===== config.mk =====
export PLATFORM = sky130hd
export DESIGN_NAME = phase_sequencer_flat
export DESIGN_NICKNAME = d
export VERILOG_FILES = /design/src/rtl/phase_sequencer_if.sv /design/src/rtl/phase_sequencer.sv /design/src/flat_wrapper.sv
export SDC_FILE = /design/constraint.sdc
export NUM_CORES = 1
export LEC_CHECK = 0
export ABC_CLOCK_PERIOD_IN_PS = 4100
export CAP_MARGIN = 20
export CORE_ASPECT_RATIO = 1.4
export CORE_MARGIN = 3
export CORE_UTILIZATION = 30
export CTS_CLUSTER_DIAMETER = 120
export DETAILED_ROUTE_END_ITERATION = 8
export SETUP_SLACK_MARGIN = 0.02
export SLEW_MARGIN = 20
export SYNTH_ARGS = -nofsm -noshare
export SYNTH_HDL_FRONTEND = slang
export SYNTH_SLANG_ARGS = --single-unit
export TNS_END_PERCENT = 10

===== constraint.sdc =====
create_clock -name clock -period 4.1 [get_ports clock]
set_input_delay 0.82 -clock clock [delete_from_list [all_inputs] [get_ports clock]]
set_output_delay 0.82 -clock clock [all_outputs]
set_load 0.02 [all_outputs]

===== src/rtl/phase_sequencer_if.sv =====
// Bus between the phase sequencer and the datapath: control requests in,
// phase enables and debug status out.
interface phase_sequencer_if #(
    parameter int NUM_PHASES = 5,
    parameter int PHASE_W    = 3,
    parameter int CNT_W      = 16
);
    logic                  exec;
    logic                  step_mode;
    logic                  stall;
    logic                  halt;
    logic                  register_reset;
    logic [PHASE_W-1:0]    phase;
    logic [NUM_PHASES-1:0] phase_en;
    logic                  running;
    logic                  halted;
    logic                  instr_done;
    logic [CNT_W-1:0]      instr_count;

    modport master (
        input  exec, step_mode, stall, halt,
        output register_reset, phase, phase_en, running, halted,
               instr_done, instr_count
    );

    modport slave (
        output exec, step_mode, stall, halt,
        input  register_reset, phase, phase_en, running, halted,
               instr_done, instr_count
    );
endinterface


===== src/rtl/phase_sequencer.sv =====
// Multi-phase instruction sequencer: walks the phase counter, issues one-hot
// phase enables and handles run/pause, single-step, stall and halt.
module phase_sequencer #(
    parameter int NUM_PHASES = 5,
    parameter int PHASE_W    = 3,
    parameter int CNT_W      = 16
) (
    input  logic               clock,
    input  logic               reset,
    phase_sequencer_if.master  bus
);

    typedef enum logic [1:0] {
        IDLE   = 2'd0,
        RUN    = 2'd1,
        STEP   = 2'd2,
        HALTED = 2'd3
    } state_t;

    localparam logic [PHASE_W-1:0] LAST_PHASE = PHASE_W'(NUM_PHASES - 1);

    state_t                state_q, state_d;
    logic [PHASE_W-1:0]    phase_q, phase_d;
    logic [CNT_W-1:0]      count_q, count_d;
    logic                  done_q, done_d;
    logic                  exec_q;

    logic                  exec_rise;
    logic                  running;
    logic                  adv;
    logic                  wrap;
    logic                  retire;
    logic [NUM_PHASES-1:0] phase_en;

    assign exec_rise = bus.exec & ~exec_q;
    assign running   = (state_q == RUN) || (state_q == STEP);
    assign adv       = running & ~bus.stall;
    assign wrap      = adv && (phase_q == LAST_PHASE);

    always_ff @(posedge clock or negedge reset) begin
        if (!reset) begin
            state_q <= IDLE;
            phase_q <= '0;
            count_q <= '0;
            done_q  <= 1'b0;
            exec_q  <= 1'b0;
        end else begin
            state_q <= state_d;
            phase_q <= phase_d;
            count_q <= count_d;
            done_q  <= done_d;
            exec_q  <= bus.exec;
        end
    end

    always_comb begin
        state_d = state_q;
        phase_d = phase_q;
        count_d = count_q;
        done_d  = 1'b0;
        retire  = 1'b0;
        case (state_q)
            IDLE, HALTED: begin
                // phase is held here, so a resume continues mid-instruction
                if (exec_rise) state_d = bus.step_mode ? STEP : RUN;
            end
            RUN: begin
                // halt at the boundary takes priority over a pause request
                if (wrap && bus.halt) begin
                    retire  = 1'b1;
                    state_d = HALTED;
                end else if (exec_rise) begin
                    state_d = IDLE;
                end else if (wrap) begin
                    retire = 1'b1;
                end else if (adv) begin
                    phase_d = phase_q + PHASE_W'(1);
                end
            end
            STEP: begin
                if (wrap) begin
                    retire  = 1'b1;
                    state_d = bus.halt ? HALTED : IDLE;
                end else if (adv) begin
                    phase_d = phase_q + PHASE_W'(1);
                end
            end
            default: state_d = IDLE;
        endcase
        if (retire) begin
            phase_d = '0;
            count_d = count_q + CNT_W'(1);
            done_d  = 1'b1;
        end
    end

    always_comb begin
        phase_en = '0;
        for (int i = 0; i < NUM_PHASES; i++) begin
            phase_en[i] = adv && (phase_q == PHASE_W'(i));
        end
    end

    assign bus.register_reset = reset;
    assign bus.phase          = phase_q;
    assign bus.phase_en       = phase_en;
    assign bus.running        = running;
    assign bus.halted         = (state_q == HALTED);
    assign bus.instr_done     = done_q;
    assign bus.instr_count    = count_q;

endmodule

===== src/flat_wrapper.sv =====
// flat-port wrapper written by rule: the top's interface ports become plain ports
module phase_sequencer_flat 
#(
    parameter int NUM_PHASES = 5,
    parameter int PHASE_W    = 3,
    parameter int CNT_W      = 16
)
  (clock, reset, bus_exec, bus_step_mode, bus_stall, bus_halt, bus_register_reset, bus_phase, bus_phase_en, bus_running, bus_halted, bus_instr_done, bus_instr_count);
  phase_sequencer_if #(.NUM_PHASES(NUM_PHASES), .PHASE_W(PHASE_W), .CNT_W(CNT_W)) bus_i ();
  input  logic clock;
  input  logic reset;
  input wire logic [$bits(bus_i.exec)-1:0] bus_exec;
  input wire logic [$bits(bus_i.step_mode)-1:0] bus_step_mode;
  input wire logic [$bits(bus_i.stall)-1:0] bus_stall;
  input wire logic [$bits(bus_i.halt)-1:0] bus_halt;
  output wire logic [$bits(bus_i.register_reset)-1:0] bus_register_reset;
  output wire logic [$bits(bus_i.phase)-1:0] bus_phase;
  output wire logic [$bits(bus_i.phase_en)-1:0] bus_phase_en;
  output wire logic [$bits(bus_i.running)-1:0] bus_running;
  output wire logic [$bits(bus_i.halted)-1:0] bus_halted;
  output wire logic [$bits(bus_i.instr_done)-1:0] bus_instr_done;
  output wire logic [$bits(bus_i.instr_count)-1:0] bus_instr_count;
  assign bus_i.exec = bus_exec;
  assign bus_i.step_mode = bus_step_mode;
  assign bus_i.stall = bus_stall;
  assign bus_i.halt = bus_halt;
  assign bus_register_reset = bus_i.register_reset;
  assign bus_phase = bus_i.phase;
  assign bus_phase_en = bus_i.phase_en;
  assign bus_running = bus_i.running;
  assign bus_halted = bus_i.halted;
  assign bus_instr_done = bus_i.instr_done;
  assign bus_instr_count = bus_i.instr_count;
  phase_sequencer #(.NUM_PHASES(NUM_PHASES), .PHASE_W(PHASE_W), .CNT_W(CNT_W)) u_core (.clock(clock), .reset(reset), .bus(bus_i));
endmodule

# Word-level counts from Yosys, hierarchy flattened
# Index checks and enable logic that the tools add are counted.
[totals] ff_bits=23 latchBits=0 mem_bits_rw=0 mem_bits_ro=0 output_inout_bits=28 wordCells=54 n_memories=0
[classes] addsub=2 multipliers=0 n_div=0 order_cmp=0 n_eq_ne=12 n_shift=0 n_mux=18 n_bitwise=4 n_reduce_logical=13
[ops] operator="$add A16 B1 Y16 const B" n=1
[ops] operator="$mux W3" n=5
[ops] operator="$mux W2" n=6
[ops] operator="$eq A3 B2 Y1 const B" n=2
[ops] operator="$logic_and A1 B1 Y1" n=6
[ops] operator="$ne A3 B2 Y1 const B" n=2
[ops] operator="$pmux W2 S3" n=1
[ops] operator="$pmux W3 S2" n=1
[ops] operator="$reduce_and A3 Y1" n=2
[ops] operator="$eq A2 B2 Y1 const B" n=2
[ops] operator="$mux W1" n=4
[ops] operator="$ne A2 B1 Y1 const B" n=2
[ops] operator="$add A3 B1 Y3 const B" n=1
[ops] operator="$eq A3 B1 Y1 const B" n=1
[ops] operator="$eq A3 B3 Y1 const B" n=1
[ops] operator="$logic_not A3 Y1" n=1
[ops] operator="$ne A3 B3 Y1 const B" n=1
[ops] operator="$reduce_bool A3 Y1" n=1
[ops] operator="$and A1 B1 Y1" n=2
[ops] operator="$eq A2 B1 Y1 const B" n=1
[ops] operator="$logic_not A2 Y1" n=1
[ops] operator="$not A1 Y1" n=2
[ops] operator="$pmux W1 S2" n=1
[ops] operator="$reduce_or A2 Y1" n=1
[ops] operator="$logic_or A1 B1 Y1" n=1

# Longest topological paths before layout
[depth] word_depth=10 depth_mapped=7 ltp_nobuf=6

# Worst setup path after synthesis
# No wires, ideal clock.
[synth_timing] kind="input-to-output" start="in bus_stall" end="out bus_phase_en[4]" t_arrival_ns=1.340 t_required_ns=3.280 slack_ns=1.940 path_stages=4 n_path_buf=2 cell_sequence="nand4bb_4 buf_6 inv_1 buf_4"
[synth_via] elab_chain_cells=3
[synth_rtl] element="from (decl)" line_no="flat_wrapper.sv:14" text="input wire logic [$bits(bus_i.stall)-1:0] bus_stall;"
[synth_rtl] element="$not A1 Y1" line_no="phase_sequencer.sv:37" text="assign adv = running & ~bus.stall;"
[synth_rtl] element="$and A1 B1 Y1" line_no="phase_sequencer.sv:37"
[synth_rtl] element="$logic_and A1 B1 Y1"
[synth_rtl] element="to (decl)" line_no="flat_wrapper.sv:18" text="output wire logic [$bits(bus_i.phase_en)-1:0] bus_phase_en;"
# Every way passes these cells.

# Worst setup path in the final report
[layout_timing] start="in bus_stall" end="out bus_phase_en[4]"
[layout_via] elab_chain_cells=3
[layout_rtl] element="$not A1 Y1" line_no="phase_sequencer.sv:37"
[layout_rtl] element="$and A1 B1 Y1" line_no="phase_sequencer.sv:37"
[layout_rtl] element="$logic_and A1 B1 Y1" line_no="phase_sequencer.sv:100" text="phase_en[i] = adv && (phase_q == PHASE_W'(i));"
# Every way passes these cells.

==> flow_summary.yaml <==
die:
  die_w_um: 60.88
  io_pins: 34
  initial_utilization_pct: 31.73
  die-area_mm2: 0.005043
  die_h_um: 82.83
  rows: 27
  core-area_mm2: 0.003986
synthesis:
  yosysWarnings: 0
  syn_area_per_cell_um2: 11.40
  yosysMostFrequentCell: "dfrtp_1"
  netlist_area_mm2: 0.001265
  synth-edff-count: 0
  synth_nets: 126
  yosysTopAreaCell: "dfrtp_1"
  yosysSeqAreaShare_pct: 45.50
  yosysTopAreaCellShare_pct: 45.50
  synth_common_cells: "23 x dfrtp_1, 13 x xnor2_1, 10 x inv_1, 10 x nand2_1, 9 x ha_1"
  synthFlopType: "dfrtp_1"
  async_flop_share_pct: 100.0
  netlist_top_cells_area: "dfrtp_1 45%, xnor2_1 9.0%, ha_1 8.9%"
  ys_types: 26
  netlist_instances: 111
  synth-seq-cells: 23
grt:
  track_usage_pct: 10.98
  grt_pass1_vias: 970
  grt_max_degree: 24
  grt.overflow.total: 0
  antenna_found_initial: 0
  grt_pass1_wl_mm: 4.333
run:
  cap_violations: 0
clock_network:
  postCtsSetupRepairBufs: 0
  worstSkewPairLatency_ns: 0.26
  cts_buffers: 3
  cts-resized-gates: 0
  cts_tree: "yes"
  cts_max_path_buffers: 2
  cts.sinks: 23
  cts_hold_buf: 0
  clkTransAtPathRegs_ns: 0.08
  root_buffer: "clkbuf_8"
  cts_max_level: 1
route:
  vias: 918
  post_drt_wl_per_cell_um: 13.11
  postRouteAntennaNets: 0
  vias_per_cell: 4.857
  drc: 0
  drt_pre_antenna_iters: 2
  drt-initial-drc-count: 25
  routed_wl_mm: 2.477
timing:
  finalSetupTns_ns: 0
  slew_headroom_pct: 68.21
  min_period_ns: 3.158
  fin_crit_sh_pct: 77.03
  rsz0062_at_grt: "false"
  hold_viol_final: 0
  skew_ns: 0.002485
  drv_slew: 0
  setup_viol: 0
  tightestPinTransition_ns: 0.4748
  fmax_mhz: 316.6
power_and_ir_drop:
  switching_power_mw: 0.3165
  power_frac_seq_pct: 37.4
  clock_power_share_pct: 16.8
  p_comb_share_pct: 45.8
  leakagePower_nw: 0.7337
  p_int_mw: 0.5039
  swShare_pct: 38.57
  powerDensity_mw_per_mm2: 489.3
  ir_drop_v: 0.0002372
critical_path:
  crit_arrival_ns: 2.34
  worstSetupPathType: "input port to primary output"
  cp_max_fo: 7
  end_kind: "primary output"
  cp-start-kind: "input port"
  cp.required_ns: 3.28
final_layout:
  nNetsFinal: 162
  seq_area_um2: 575.6
  multi_input_area_um2: 625.6
  fin_cells: 189
  antenna_cells: 0
  syn2layout_area_growth_pct: 32.54
  nFillCells: 408
  drive_gt1_share_pct: 7.534
placement:
  place_hpwl_mm: 1.963
  place_congestion: 0.7112
  portBuffers: 33
  placedCellCount: 185
run_status:
  status: "finished clean"
min_path:
  hp-class: "flip-flop to flip-flop"
-- per-stage QoR --
| stage | setup slack (ns) | hold slack, ns | power, mW | util [%] | instance area, um^2 |
|---|---|---|---|---|---|
| after floorplan | 1.940 | 0.5244 | 0.5592 | - | 1265 |
| after global placement | 0.9466 | 0.4682 | 0.6861 | 40.90 | 1630 |
| after detailed placement | 0.9571 | 0.4817 | 0.6944 | 40.90 | 1630 |
| after CTS | 0.9346 | 0.5000 | 0.8338 | 42.06 | 1677 |
| after global routing | 0.8668 | 0.5274 | 0.8961 | 42.06 | 1677 |
| final | 0.9417 | 0.4972 | 0.8204 | 42.06 | 1677 |
-- worst max-delay path: stages --
cell and delay, ns:
clkdlybuf4s50_1 0.45, nand4bb_4 0.35, inv_1 0.11, clkdlybuf4s50_1 0.61
-- routing by layer --
layer | GRT usage (%) | wire (um)
met5 | 0 | 0
met4 | 4.734 | 39
met3 | 2.177 | 146
met2 | 17.33 | 1194
met1 | 14.16 | 1097
-- cell usage in the layout (no fill, tap or decap) --
cell             count
nand2_1             10
mux2_1               1
mux2i_1              1
inv_1               10
a221o_1              2
o211ai_1             2
ha_1                 9
o221ai_1             1
clkinv_2             1
dfrtp_1             23
and2_1               4
and4_1               2
mux2_2               1
nor2_1               6
nor3_1               3
xor2_1               3
clkdlybuf4s50_1     33
nand3_1              5
clkbuf_8             3
nand2b_1             1
buf_4                1
nand4_1              5
nor4b_4              1
nand4bb_4            1
xnor2_1             13
nor4_1               1
nor3_4               1
nor4_4               2
-- flip-flops by register name, indices dropped and copies added, names as in the netlist --
register	flops
u_core.bus.instr_count	16
u_core.exec_q	1
u_core.state_q	2
u_core.bus.instr_done	1
u_core.bus.phase	3
-- final timing paths --
kind | startpoint | endpoint | slack, ns | depth (start not counted)
setup / recovery | bus_stall | bus_phase_en[4] | 0.94 | 4
hold / removal | u_core.bus.instr_count[15]$_DFFE_PN0P_ | u_core.bus.instr_count[15]$_DFFE_PN0P_ | 0.50 | 1
setup reg to reg | u_core.state_q[0]$_DFFE_PN0P_ | u_core.bus.instr_count[15]$_DFFE_PN0P_ | 1.97 | 6
hold reg to reg | u_core.bus.instr_count[15]$_DFFE_PN0P_ | u_core.bus.instr_count[15]$_DFFE_PN0P_ | 0.50 | 1
max in group asynchronous | reset | u_core.bus.instr_count[7]$_DFFE_PN0P_ | 2.94 | 2
min in group asynchronous | reset | u_core.bus.instr_count[2]$_DFFE_PN0P_ | 0.93 | 2
-- final cells by class --
| class | instances | area share [%] |
|---|---|---|
| Clock buffer | 3 | 2.463 |
| Timing Repair Buffer | 34 | 20.15 |
| Clock inverter | 1 | 0.2985 |
| Sequential cell | 23 | 34.33 |
| Inverter | 10 | 2.239 |
| Multi-Input combinational cell | 75 | 37.31 |
| Tap cell | 43 | 3.209 |
-- cells by family (layout without fill, tap and decap cells) --
logic type | count (synthesis) | in the layout | synth area share [%]
AND/OR/NAND/NOR | 42 | 42 | 23.44
flip-flops | 23 | 23 | 45.50
XOR/XNOR | 16 | 16 | 11.08
buffers and inverters | 13 | 48 | 5.044
adder cells (fa/ha/maj) | 9 | 9 | 8.902
AO/OA/AOI/OAI | 5 | 5 | 3.462
multiplexers | 3 | 3 | 2.572
-- power by group through the flow --
| stage | Sequential (mW) | Combinational [mW] | Clock [mW] |
|---|---|---|---|
| after floorplan | 0.335 | 0.224 | 0 |
| after global placement | 0.311 | 0.375 | 0 |
| after detailed placement | 0.313 | 0.381 | 0 |
| after CTS | 0.309 | 0.383 | 0.142 |
| after global routing | 0.316 | 0.426 | 0.154 |
| final | 0.307 | 0.375 | 0.138 |
Note: power is estimated with default switching activity, not from simulation.
==> patch 1: new RTL, same flow settings <==
Reset style: synchronous (`reset`), changed in one clocked block.
--- a/src/rtl/phase_sequencer.sv
+++ b/src/rtl/phase_sequencer.sv
@@ -37,7 +37,7 @@
     assign adv       = running & ~bus.stall;
     assign wrap      = adv && (phase_q == LAST_PHASE);
 
-    always_ff @(posedge clock or negedge reset) begin
+    always_ff @(posedge clock) begin
         if (!reset) begin
             state_q <= IDLE;
             phase_q <= '0;
Check against the original RTL: differs if reset is asserted again (counterexample within 4 cycles, from zero or initial values and one cycle with reset low); with reset held inactive, the same outputs for 10 cycles.
==> patch 1 against the unedited design <==
  * Synthesized area up 3.8%
  * Sequential cell count unchanged
  * Design area up 1.7%
  * Setup slack better by 17 ps
  * Highest routed layer unchanged
  * Global-route usage up 1.4 points
  * Routed wire length up 22%
Power is not compared: it rests on default switching activity, and its combinational part moved more than twofold at a synthesized area within 25%.
==> patch 1: results (changes against the unedited design) <==
| Metric | Value |
|---|---|
| RePlAce Congestion | `0.761 (was 0.711)` |
| Run status | `finished clean (unchanged)` |
| Multi-input gate share of total cell area | `0.445 (was 0.373)` |
| Layout clock area frac | `0.0264 (was 0.0276)` |
| Reg2Reg Depth | `7 (was 6)` |
| Power Total | `450 uW` |
| Final Non-Filler Cells | `239 (was 189)` |
| XOR/XNOR share of the synthesized area | `0.0200 (was 0.111)` |
| Async SR Flop Fraction | `0 (was 1.00)` |
| WL met3 | `142 um (was 146 um)` |
| Synth Flop Type | `dfxtp_1 (was dfrtp_1)` |
| Worst EP arrival | `2320 ps (was 2340 ps)` |
| Syn Nets | `166 (was 126)` |
| Global-route usage over all layers | `0.123 (was 0.110)` |
| Reg area | `460 um2 (was 576 um2)` |
| Routed met2 length | `1.48 mm (was 1.19 mm)` |
| Setup WS pre-CTS | `947 ps (was 957 ps)` |
| Multi-input gates | `112 (was 75)` |
| Final HPWL DP | `2.30 mm (was 1.96 mm)` |
| Pin count of the biggest net entering global routing | `19 (was 24)` |
| Vias in the first global route | `1144 (was 970)` |
| Commonest cells post-synth | `23 x dfxtp_1, 13 x a21oi_1, 11 x nand2_1 (was 23 x dfrtp_1, 13 x xnor2_1, 10 x inv_1, 10 x nand2_1, 9 x ha_1)` |
| Initial DRT Pass Iterations | `4 (was 2)` |
| Post-layout nets | `197 (was 162)` |
| Rel. slew slack | `0.657 (was 0.682)` |
| Grt met2 use | `0.205 (was 0.173)` |
| Post-Layout Inst Area | `0.00171 mm2 (was 0.00168 mm2)` |
| Met3 Track Usage GR | `0.0292 (was 0.0218)` |
| Fill count | `411 (was 408)` |
| DR WL/cell | `12.6 um (was 13.1 um)` |
| M1 WL | `1.37 mm (was 1.10 mm)` |
| Compound-gate portion of the synthesized area | `0.138 (was 0.0346)` |
| Met1 Use GR | `0.152 (was 0.142)` |
| Clock buffer cells | `4 (was 3)` |
| Min-Delay Path Depth | `2 (was 1)` |
| Skew final | `1.96 ps (was 2.48 ps)` |
| Adder-cell share of the synthesized area | `0.0858 (was 0.0890)` |
| CTS H-tree lvls | `1 (unchanged)` |
| First-pass GRT wire length | `5.05 mm (was 4.33 mm)` |
| First DRT Iteration DRCs | `74 (was 25)` |
| Layout non-clock buf frac | `0.198 (was 0.201)` |
| Area after DPL | `0.00166 mm2 (was 0.00163 mm2)` |
| Synth top area cells | `dfxtp_1 35%, ha_1 8.6%, a21oi_1 5.0% (was dfrtp_1 45%, xnor2_1 9.0%, ha_1 8.9%)` |
## patch 1: cell types whose count changed after synthesis, moves of 3 or more
| cell | unedited run | this run |
|---|---|---|
| dfrtp_1 | 23 | 0 |
| dfxtp_1 | 0 | 23 |
| a21oi_1 | 0 | 13 |
| xnor2_1 | 13 | 1 |
| o21ai_0 | 0 | 9 |
| or3_1 | 0 | 8 |
| nor2_1 | 6 | 10 |
| o31ai_1 | 0 | 4 |
| or4_1 | 0 | 4 |
| inv_1 | 10 | 7 |
## patch 1: path summary, 6_finish.rpt
check | from | endpoint | slack, ps
hold / removal | u_core.bus.instr_count[15] | u_core.bus.instr_count[15] | 490
setup / recovery | bus_stall | bus_phase_en[4] | 960
setup reg to reg | u_core.state_q[0] | u_core.bus.instr_count[9] | 1860
hold reg to reg | u_core.bus.instr_count[15] | u_core.bus.instr_count[15] | 490
==> patch 2: new RTL, config.mk and constraints unchanged <==
Made on the original files. `NUM_PHASES` is set to 5 in 3 places; all go to 4.
--- a/src/rtl/phase_sequencer_if.sv
+++ b/src/rtl/phase_sequencer_if.sv
@@ -1,7 +1,7 @@
 // Bus between the phase sequencer and the datapath: control requests in,
 // phase enables and debug status out.
 interface phase_sequencer_if #(
-    parameter int NUM_PHASES = 5,
+    parameter int NUM_PHASES = 4,
     parameter int PHASE_W    = 3,
     parameter int CNT_W      = 16
 );
--- a/src/rtl/phase_sequencer.sv
+++ b/src/rtl/phase_sequencer.sv
@@ -1,7 +1,7 @@
 // Multi-phase instruction sequencer: walks the phase counter, issues one-hot
 // phase enables and handles run/pause, single-step, stall and halt.
 module phase_sequencer #(
-    parameter int NUM_PHASES = 5,
+    parameter int NUM_PHASES = 4,
     parameter int PHASE_W    = 3,
     parameter int CNT_W      = 16
 ) (
--- a/src/flat_wrapper.sv
+++ b/src/flat_wrapper.sv
@@ -1,7 +1,7 @@
 // flat-port wrapper written by rule: the top's interface ports become plain ports
 module phase_sequencer_flat 
 #(
-    parameter int NUM_PHASES = 5,
+    parameter int NUM_PHASES = 4,
     parameter int PHASE_W    = 3,
     parameter int CNT_W      = 16
 )
Ports: changed (resized bus_phase_en); port bits go from 34 to 33. The function was not compared with the original's and may differ.
==> patch 2 against the unedited design <==
  * Combinational power fell by 15%
  * Setup slack got worse by 53 ps
  * Maximum frequency fell by 1.6%
  * Via count rose by 2.6%
  * Design area fell by 3.1%
  * Count of clock-buffer cells in the layout did not move
  * Sequential cell count did not move
  * Total power fell by 9.1%
  * Clock skew barely moved
  * Hold slack got worse by 25 ps
  * Routed wire length rose by 6.6%
  * Synthesized area fell by 3.2%
  * Critical endpoint is now bus_phase_en[3]
  * Largest power group unchanged
==> patch 2: results (changes against the unedited design) <==
| Metric | Value |
|---|---|
| Global-route usage over all layers | `0.126 (was 0.110)` |
| Run status | `finished clean (unchanged)` |
| Reg2Reg Capture Point | `u_core.bus.instr_count[1] (was u_core.bus.instr_count[15])` |
| RePlAce Congestion | `0.719 (was 0.711)` |
| Pleak | `0.713 nW (was 0.734 nW)` |
| Total wire length | `2.64 mm (was 2.48 mm)` |
| First-pass GRT wire length | `4.77 mm (was 4.33 mm)` |
| Synth top area cells | `dfrtp_1 47%, xnor2_1 11%, ha_1 9.2% (was dfrtp_1 45%, xnor2_1 9.0%, ha_1 8.9%)` |
| CTS Buffer Depth | `2 (unchanged)` |
| Final HPWL DP | `2.05 mm (was 1.96 mm)` |
| Post-layout nets | `164 (was 162)` |
| Vias in the first global route | `1052 (was 970)` |
| Reg2Reg Depth | `5 (was 6)` |
| Post-synthesis mux area share | `0.0266 (was 0.0257)` |
| XOR/XNOR share of the synthesized area | `0.114 (was 0.111)` |
| Adder-cell share of the synthesized area | `0.0919 (was 0.0890)` |
| Compound-gate portion of the synthesized area | `0.0449 (was 0.0346)` |
| Syn Nets | `129 (was 126)` |
| Vias per inst | `4.96 (was 4.86)` |
| Initial DRT Pass Iterations | `4 (was 2)` |
| Skew final | `2.14 ps (was 2.48 ps)` |
| Commonest cells post-synth | `23 x dfrtp_1, 15 x xnor2_1, 10 x inv_1, 10 x nand2_1 (was 23 x dfrtp_1, 13 x xnor2_1, 10 x inv_1, 10 x nand2_1, 9 x ha_1)` |
| Flop-to-flop setup slack | `1740 ps (was 1970 ps)` |
| Cell variety after synth | `28 (was 26)` |
| CP Max Fanout | `5 (was 7)` |
| Worst EP arrival | `2390 ps (was 2340 ps)` |
| First DRT Iteration DRCs | `19 (was 25)` |
| Post-synthesis sequential area ratio | `0.470 (was 0.455)` |
| Hold_ws | `473 ps (was 497 ps)` |
| Ys Warns | `0 (unchanged)` |
| Layout cell share with drive strength beyond 1 | `0.0676 (was 0.0753)` |
| Port Buffers | `32 (was 33)` |
| Min-Delay Path Depth | `1 (unchanged)` |
| Measured slew at the worst slew-check pin | `592 ps (was 475 ps)` |
| Fill count | `383 (was 408)` |
## patch 2: worst max-delay path by stage
stage               slack (ps)              end  cells after the start
floorplan                 1840  bus_phase_en[3]                      5
global placement           890  bus_phase_en[3]                      4
detailed placement         890  bus_phase_en[3]                      4
CTS                        880  bus_phase_en[3]                      4
global route               810  bus_phase_en[2]                      4
finish                     890  bus_phase_en[3]                      4
## patch 2: per-stage QoR
step / util / power [mW] / instances / cell area (um2) / setup slack, ps
after floorplan: - / 0.493 / 114 / 1220 / 1840
after global placement: 0.418 / 0.602 / 186 / 1580 / 892
after detailed placement: 0.418 / 0.620 / 186 / 1580 / 888
after CTS: 0.431 / 0.758 / 190 / 1630 / 883
after global routing: 0.431 / 0.810 / 190 / 1630 / 806
final: 0.431 / 0.746 / 190 / 1630 / 889
## patch 2: area by class of cell
| class | instances | area share |
|---|---|---|
| clock buffer | 3 | 0.0254 |
| timing repair buffer | 33 | 0.202 |
| multi-input combinational | 78 | 0.360 |
| inverter | 10 | 0.0231 |
| sequential | 23 | 0.354 |
| tap | 42 | 0.0323 |
| clock inverter | 1 | 0.00308 |
## patch 2: metal layers
metal	share of wire	wire length, um	GRT usage
met1	0.42	1100	0.144
met2	0.50	1320	0.222
met3	0.071	188	0.0362
met4	0.013	34	0.0399
met5	0	0	0
## patch 2: kinds of logic after synthesis
logic type	count (synthesis)
simple gates	42
xor+xnor	16
fa+ha+maj	9
mux	3
flops	23
buf+inv	13
compound gates	8
## patch 2: power breakdown
group	total (mW)	switching [mW]	internal, mW
combinational	0.318	0.174	0.145
clock	0.135	0.0670	0.0676
sequential	0.292	0.0344	0.258
## patch 2: worst max-delay path, cell delays in order
cell and delay, ps:
clkdlybuf4s50_1 470, or3b_4 440, inv_1 70, clkdlybuf4s50_1 590
